### src/rtl/traffic_phase_ctrl_pkg.sv
// traffic_phase_ctrl_pkg: shared phase encodings, lamp codes, timer width and phase helpers
package traffic_phase_ctrl_pkg;

    localparam int CW         = 7;
    localparam int DEF_GREEN  = 25;
    localparam int DEF_YELLOW = 3;
    localparam int DEF_RED    = 2;
    localparam int DEF_PED    = 5;

    typedef enum logic [2:0] {
        NS_GREEN  = 3'd0,
        NS_YELLOW = 3'd1,
        RED_A     = 3'd2,
        EW_GREEN  = 3'd3,
        EW_YELLOW = 3'd4,
        RED_B     = 3'd5
    } phase_t;

    localparam logic [2:0] LAMP_RED = 3'b100;
    localparam logic [2:0] LAMP_YEL = 3'b010;
    localparam logic [2:0] LAMP_GRN = 3'b001;

    function automatic phase_t next_phase(input phase_t p);
        case (p)
            NS_GREEN:  return NS_YELLOW;
            NS_YELLOW: return RED_A;
            RED_A:     return EW_GREEN;
            EW_GREEN:  return EW_YELLOW;
            EW_YELLOW: return RED_B;
            default:   return NS_GREEN;
        endcase
    endfunction

    function automatic logic [2:0] ns_lamp(input phase_t p);
        return (p == NS_GREEN) ? LAMP_GRN : (p == NS_YELLOW) ? LAMP_YEL : LAMP_RED;
    endfunction

    function automatic logic [2:0] ew_lamp(input phase_t p);
        return (p == EW_GREEN) ? LAMP_GRN : (p == EW_YELLOW) ? LAMP_YEL : LAMP_RED;
    endfunction

    function automatic logic is_green(input phase_t p);
        return (p == NS_GREEN) || (p == EW_GREEN);
    endfunction

endpackage

### src/rtl/traffic_phase_ctrl_phase_timer.sv
// phase_timer: loadable down-timer holding the cycles remaining in the current phase
module phase_timer
    import traffic_phase_ctrl_pkg::*;
#(
    parameter logic [CW-1:0] INIT = CW'(DEF_RED)
) (
    input  logic          clk_out,
    input  logic          reset,
    input  logic          load,
    input  logic [CW-1:0] value,
    output logic [CW-1:0] remaining
);

    // reload on phase entry or truncation, otherwise count down one per tick
    always_ff @(posedge clk_out or negedge reset) begin
        if (!reset)
            remaining <= INIT;
        else
            remaining <= load ? value : remaining - CW'(1);
    end

endmodule

### src/rtl/traffic_phase_ctrl.sv
// traffic_phase_ctrl: two-road phase sequencer driving lamps and the seconds down-counter load
// Optional pedestrian request logic is built when PED_REQUEST_EN is defined.
module traffic_phase_ctrl
    import traffic_phase_ctrl_pkg::*;
#(
    parameter int T_GREEN  = DEF_GREEN,
    parameter int T_YELLOW = DEF_YELLOW,
    parameter int T_RED    = DEF_RED
`ifdef PED_REQUEST_EN
    ,
    parameter int T_PED    = DEF_PED
`endif
) (
    input  logic          clk_out,
    input  logic          reset,
`ifdef PED_REQUEST_EN
    input  logic          ped_req_n,
`endif
    output logic [CW-1:0] count,
    output logic          load_n,
    output logic [2:0]    ns_light,
    output logic [2:0]    ew_light,
    output logic [2:0]    phase
);

    localparam logic [CW-1:0] LEN_G = CW'(T_GREEN);
    localparam logic [CW-1:0] LEN_Y = CW'(T_YELLOW);
    localparam logic [CW-1:0] LEN_R = CW'(T_RED);

    phase_t        state_q, state_d;
    logic [CW-1:0] remaining, count_d, tmr_val;
    logic          tmr_load, load_n_d, done;

    function automatic logic [CW-1:0] phase_len(input phase_t p);
        return is_green(p) ? LEN_G : (p == NS_YELLOW || p == EW_YELLOW) ? LEN_Y : LEN_R;
    endfunction

    phase_timer #(.INIT(LEN_R)) u_timer (
        .clk_out   (clk_out),
        .reset     (reset),
        .load      (tmr_load),
        .value     (tmr_val),
        .remaining (remaining)
    );

    assign done  = remaining == CW'(1);
    assign phase = state_q;

`ifdef PED_REQUEST_EN
    localparam logic [CW-1:0] LEN_P = CW'(T_PED);

    logic [2:0] ped_sync;
    logic       ped_flag, ped_pending, ped_cut;

    // a request seen this edge acts at once; a flag only survives outside a running green
    assign ped_pending = ped_flag | (ped_sync[2] & ~ped_sync[1]);
    assign ped_cut     = ped_pending & is_green(state_q) & ~done & (remaining > LEN_P);

    // two-stage synchroniser plus edge-history stage and the latched request flag
    always_ff @(posedge clk_out or negedge reset) begin
        if (!reset) begin
            ped_sync <= 3'b000;
            ped_flag <= 1'b0;
        end else begin
            ped_sync <= {ped_sync[1:0], ped_req_n};
            ped_flag <= ped_pending & ~(is_green(state_q) & ~done);
        end
    end
`endif

    // next phase, timer reload and down-counter strobe; phase end beats a truncation
    always_comb begin
        state_d  = state_q;
        count_d  = count;
        load_n_d = 1'b1;
        tmr_load = 1'b0;
        tmr_val  = phase_len(next_phase(state_q));
        if (done) begin
            state_d  = next_phase(state_q);
            tmr_load = 1'b1;
            count_d  = tmr_val;
            load_n_d = 1'b0;
        end
`ifdef PED_REQUEST_EN
        else if (ped_cut) begin
            tmr_load = 1'b1;
            tmr_val  = LEN_P;
            count_d  = LEN_P;
            load_n_d = 1'b0;
        end
`endif
    end

    // registered state and outputs so lamps never glitch through illegal combinations
    always_ff @(posedge clk_out or negedge reset) begin
        if (!reset) begin
            state_q  <= RED_B;
            count    <= LEN_R;
            load_n   <= 1'b0;
            ns_light <= LAMP_RED;
            ew_light <= LAMP_RED;
        end else begin
            state_q  <= state_d;
            count    <= count_d;
            load_n   <= load_n_d;
            ns_light <= ns_lamp(state_d);
            ew_light <= ew_lamp(state_d);
        end
    end

endmodule

### config.mk
export PLATFORM = sky130hd
export DESIGN_NAME = traffic_phase_ctrl
export DESIGN_NICKNAME = d
export VERILOG_FILES = /design/src/rtl/traffic_phase_ctrl_pkg.sv /design/src/rtl/traffic_phase_ctrl_phase_timer.sv /design/src/rtl/traffic_phase_ctrl.sv
export SDC_FILE = /design/constraint.sdc
export NUM_CORES = 1
export LEC_CHECK = 0
export ABC_AREA = 0
export CAP_MARGIN = 20
export CELL_PAD_IN_SITES_DETAIL_PLACEMENT = 1
export CELL_PAD_IN_SITES_GLOBAL_PLACEMENT = 2
export CORE_ASPECT_RATIO = 1.2
export CORE_MARGIN = 2
export CORE_UTILIZATION = 33
export CTS_CLUSTER_DIAMETER = 200
export DETAILED_ROUTE_END_ITERATION = 8
export GPL_TIMING_DRIVEN = 0
export PLACE_DENSITY_LB_ADDON = 0.12
export SLEW_MARGIN = 20
export SYNTH_ARGS = -nofsm -noshare
export SYNTH_HDL_FRONTEND = slang
export SYNTH_SLANG_ARGS = --single-unit
### constraint.sdc
create_clock -name clk_out -period 3.96 [get_ports clk_out]
set_input_delay 0.594 -clock clk_out [delete_from_list [all_inputs] [get_ports clk_out]]
set_output_delay 0.594 -clock clk_out [all_outputs]
set_load 0.01 [all_outputs]
; After elaboration in Yosys (flattened, before gate mapping)
; Index checks and enable logic that the tools add are counted.
[classes]
addsub = 1
eq_ne = 11
n_mux = 11
n_reduce_logical = 5
[ops]
columns = cell, count
row1 = $mux W3, 5
row2 = $pmux W3 S5, 1
row3 = $eq A3 B2 Y1 const B, 4
row4 = $eq A3 B1 Y1 const B, 3
row5 = $eq A3 B3 Y1 const B, 3
row6 = $logic_not A3 Y1, 3
row7 = $eq A7 B1 Y1 const B, 1
row8 = $mux W7, 1
row9 = $sub A7 B1 Y7 const B, 1
row10 = $mux W5, 1
row11 = $mux W1, 3
row12 = $logic_or A1 B1 Y1, 2
[word_totals]
reg_bits = 24
output_inout_bits = 17

; Longest topological paths before layout
[logic_depth]
word_depth = 7
mapped_depth = 6

; Hierarchy
; From an unflattened synthesis, not the netlist that was laid out.
[unflattened]
cells_unflattened = 97
hier_area_um2 = 987.2
[by_module_without_submodules]
columns = mod, n_inst, cells_per_inst, area_each_um2, seq_area_each_um2
row1 = traffic_phase_ctrl, 1, 61, 618.1, 331.6
row2 = phase_timer, 1, 36, 369.1, 176.4

; Least setup slack after synthesis
; Ideal clock, no wire load.
[synth_path]
path_kind = reg-to-reg
startpoint = register u_timer.remaining[2]
endpoint = register ns_light[2]
arrival_time_ns = 1.651
required_ns = 3.873
setup_slack_ns = 2.222
stages_incl_launch_ff = 5
n_path_buf = 1
synth_period_minus_slack_ns = 1.738
cell_sequence = dfrtp_1 or4_1 buf_2 or4_4 a21boi_0
[synth_between]
elab_chain_cells = 5
word_cells_on_any_way = 6
cone_classes = 2 x eq/ne / 3 x mux / 1 x reduce/logical
[synth_rtl]
columns = element, line_no
row1 = "start, declared", traffic_phase_ctrl_phase_timer.sv:11  ; output logic [CW-1:0] remaining
row2 = "start signal, assigned", traffic_phase_ctrl_phase_timer.sv:19  ; remaining <= load ? value : remaining - CW'(1);
row3 = $eq A7 B1 Y1 (*), traffic_phase_ctrl.sv:46  ; assign done = remaining == CW'(1);
row4 = $mux W3 (*), traffic_phase_ctrl.sv:78  ; if (done) begin
row5 = $eq A3 B1 Y1, traffic_phase_ctrl_pkg.sv:35  ; return (p == NS_GREEN) ? LAMP_GRN : (p == NS_YELLOW) ? LAMP_YEL : LAMP_RED;
row6 = $mux W3, traffic_phase_ctrl_pkg.sv:35
row7 = $mux W3 (*), traffic_phase_ctrl_pkg.sv:35
row8 = "end signal, assigned", traffic_phase_ctrl.sv:106  ; ns_light <= ns_lamp(state_d);
row9 = "end, declared", traffic_phase_ctrl.sv:21  ; output logic [2:0] ns_light,
; Mark *: on every way between the ends. The rest lies on a longest branch, timed or not.
; A chain may end at the register's enable or synchronous reset.

; Final worst setup path
[layout_path]
startpoint = register state_q[0] (netlist: phase[0])
endpoint = output port phase[0]
[layout_rtl]
columns = element, line_no
row1 = "start, declared", traffic_phase_ctrl.sv:30  ; phase_t state_q, state_d;
row2 = "start signal, assigned", traffic_phase_ctrl.sv:103  ; state_q <= state_d;
row3 = "end, declared", traffic_phase_ctrl.sv:23  ; output logic [2:0] phase
; No word-level cell between the ends.

==> results.sh <==
export IMPL_cts_buffer_depth=2
export IMPL_cts_sinks=20
export IMPL_chipHeight_um=62.46
export IMPL_ctsHoldBuffers=0
export IMPL_cts_setup_buffers=0
export IMPL_period_minus_slack_ns=1.981
export IMPL_finalWeightedCongestion=0.7706
export IMPL_cp_startpoint="phase[0]$_DFF_PN1_"
export IMPL_drt_iter0_drc=8
export IMPL_critPathBufInv=1
export IMPL_netlist_instances=88
export IMPL_r2r_start="u_timer.remaining[3]$_DFF_PN0_"
export IMPL_yosysWarnings=0
export IMPL_grt_ovfl_total=0
export IMPL_synth_area_leaders="dfrtp_1, dfstp_2, a21oi_1, buf_4, nor2_1"
export IMPL_vdd_drop_max_mv=0.1728
export IMPL_cts_buffers=3
export IMPL_clock_latency_ns=0.30
export IMPL_hold_class="flop to flop"
export IMPL_share_comb_of_total_power=0.025
export IMPL_cts_tree="yes"
export IMPL_critPathTopFamily="flip-flops"
export IMPL_dieWidth_um=52.71
export IMPL_fin_crit_sh=0.5002
export IMPL_io_pins=19
export IMPL_grt_pass1_wl_um=3312
export IMPL_antennaDiodeCount=0
export IMPL_post_place_ws_ns=1.979
export IMPL_fin_skew_ns=0.005870
export IMPL_fmaxAchievable_mhz=504.9
export IMPL_setup_slack_ns=1.979
export IMPL_syn_to_final_growth_pct=25.17
export IMPL_p_seq_frac=0.614
export IMPL_die_area_sq_mm=0.003292
export IMPL_cp_num_cells=1
export IMPL_via_per_inst=4.923
export IMPL_synth_edf_count=0
export IMPL_vias=704
export IMPL_synth_top_cell_by_area="dfrtp_1"
export IMPL_num_rows=21
export IMPL_cp_required_ns=3.37
export IMPL_async_flop_share=1.000
export IMPL_place_area_sq_mm=0.001140
export IMPL_reg2regPathDepth=4
export IMPL_hpwl_um=1436
export IMPL_cp_max_fo=3
export IMPL_initial_core_util=0.3406
export IMPL_r2r_end="u_timer.remaining[1]$_DFF_PN1_"
export IMPL_synth_avg_cell_area_sq_um=10.68
export IMPL_crit_chain="clkdlybuf4s50_1"
export IMPL_layout_drive_gt1_share=0.1743
export IMPL_synth_cell_type_count=35
export IMPL_grt_use_total=0.1374
export IMPL_ys_seq_elements=20
export IMPL_crit_path_end_kind="output port"
export IMPL_antenna_found_initial=0
export IMPL_slew_viol_final=0
export IMPL_finalInstanceArea_sq_mm=0.001176
export IMPL_grt_setup_unrepaired="false"
export IMPL_switching_share=0.2098
export IMPL_slew_headroom=0.4024
export IMPL_crit_path_top_delay_cell="dfstp_2"
export IMPL_reg2reg_slack_ns=2.00
export IMPL_final_antenna_net_count=0
export IMPL_max_slew_worst_pin_slew_ns=0.8882
export IMPL_arrival_ns=1.39
export IMPL_wl_per_cell_um=13.77
export IMPL_slowest_delay_ns=0.56
export IMPL_cts_max_level=1
export IMPL_synthTopCellsByCount="dfrtp_1, a21oi_1, nor2_1"
export IMPL_critPathCapture="phase[0]"
export IMPL_root_buffer="clkbuf_4"
export IMPL_crit_type="flop to output port"
export IMPL_syn_area_sq_um=939.7
export IMPL_crit_path_start_kind="flop"
export IMPL_setup_viol=0
export IMPL_ctsResizeCount=0
export IMPL_netlist_area_leader_share=0.3728
export IMPL_netSwitchingPower_uw=69.93
export IMPL_power_density_mw_per_mm2=283.4
export IMPL_p_int_uw=263.3
export IMPL_drt_total_wl_um=1969
export IMPL_synth_most_common_cell="dfrtp_1"
export IMPL_finalHoldViolCount=0
export IMPL_fin_setup_tns_ns=0
export IMPL_outcome="complete, no violations"
export IMPL_grt_max_degree=21
export IMPL_path_clk_slew_ns=0.12
export IMPL_drt_pass1_iter_count=4
export IMPL_ys_seq_area_frac=0.5406
export IMPL_finish_net_count=114
export IMPL_p_clk_frac=0.362
export IMPL_io_buffer_count=15
export IMPL_ys_flop_type="dfrtp_1"
export IMPL_grt_pass1_vias=727
export IMPL_p_leak_uw=0.0004872
export IMPL_maxCapViolations=0
export IMPL_core_sq_mm=0.002759
export IMPL_drc=0
export IMPL_power_uw=333.3
-- logic make-up (layout without fill, tap and decap cells) --
kind of cell / count (synthesis) / in the layout / share of synthesized area
adder cells (fa/ha/maj): 2 / 2 / 0.02663
buffers and inverters: 12 / 31 / 0.06524
AND/OR/NAND/NOR: 25 / 25 / 0.1451
flip-flops: 20 / 20 / 0.5406
other: 1 / 3 / 0.003991
multiplexers: 3 / 3 / 0.03462
AO/OA/AOI/OAI: 21 / 21 / 0.1465
XOR/XNOR: 4 / 4 / 0.03729
-- stage by stage --
stage	utilization	std cells	hold WS, ns
final	0.4263	143	0.5177
after global routing	0.4263	143	0.5477
after CTS	0.4263	143	0.5232
after detailed placement	0.4132	139	0.5005
after global placement	0.4132	139	0.4835
after floorplan	-	90	0.2984
-- power groups by stage --
stage	Sequential [uW]	Clock [uW]	Combinational, uW
2_1_floorplan	208	0	3.43
3_3_place_gp	208	0	8.51
3_5_place_dp	208	0	8.61
4_1_cts	205	125	8.62
6_report	205	121	8.23
5_1_grt	205	132	9.50
-- cells in the final DEF (no fill, tap or decap), types with 2 or more instances in the layout --
master           netlist  layout
clkdlybuf4s50_1        0      15
dfrtp_1               14      14
a21oi_1                8       8
nor2_1                 8       8
dfstp_2                6       6
inv_1                  4       4
buf_4                  4       4
clkbuf_1               3       3
xnor2_1                3       3
conb_1                 1       3
clkbuf_4               0       3
or4_1                  2       2
or3_1                  2       2
mux2_2                 2       2
nor3_1                 2       2
nor4_1                 2       2
nor2b_1                2       2
a21o_1                 2       2
o21ai_0                2       2
nand2_1                2       2
a21boi_0               2       2
ha_1                   2       2
-- state kept, by name, summed over array words and instances (netlist names) --
register and flops:
ew_light 3, count 3, ns_light 3, load_n 1, u_timer.remaining 7, phase 3
-- routing by layer --
metal	vias up	part of all wire	GRT usage
li1	340	-	-
met1	353	0.42	0.1555
met2	9	0.54	0.2406
met3	2	0.026	0.02153
met4	0	0.0096	0.06731
met5	-	0	0
-- cell type report --
class                           instances  area (sq um)
Buffer                                  8         46.29
Clock buffer                            4         36.28
Fill cell                             331          1583
Inverter                                4         15.01
Multi-Input combinational cell         58         377.9
Sequential cell                        20         508.0
Tap cell                               34         42.54
Timing Repair Buffer                   15         150.1
-- worst min-delay path by stage --
stage,startpoint,endpoint,slack (ns),depth (start not counted)
after CTS,u_timer.remaining[0]$_DFF_PN0_,u_timer.remaining[0]$_DFF_PN0_,0.52,1
after global placement,count[0]$_DFFE_PN0N_,count[0]$_DFFE_PN0N_,0.48,2
after global routing,count[1]$_DFFE_PN1N_,count[1]$_DFFE_PN1N_,0.55,1
final,u_timer.remaining[0]$_DFF_PN0_,u_timer.remaining[0]$_DFF_PN0_,0.52,1
after detailed placement,count[1]$_DFFE_PN1N_,count[1]$_DFFE_PN1N_,0.50,1
after floorplan,reset,count[0]$_DFFE_PN0N_,0.30,0
Power figures use the tool's default switching activity.
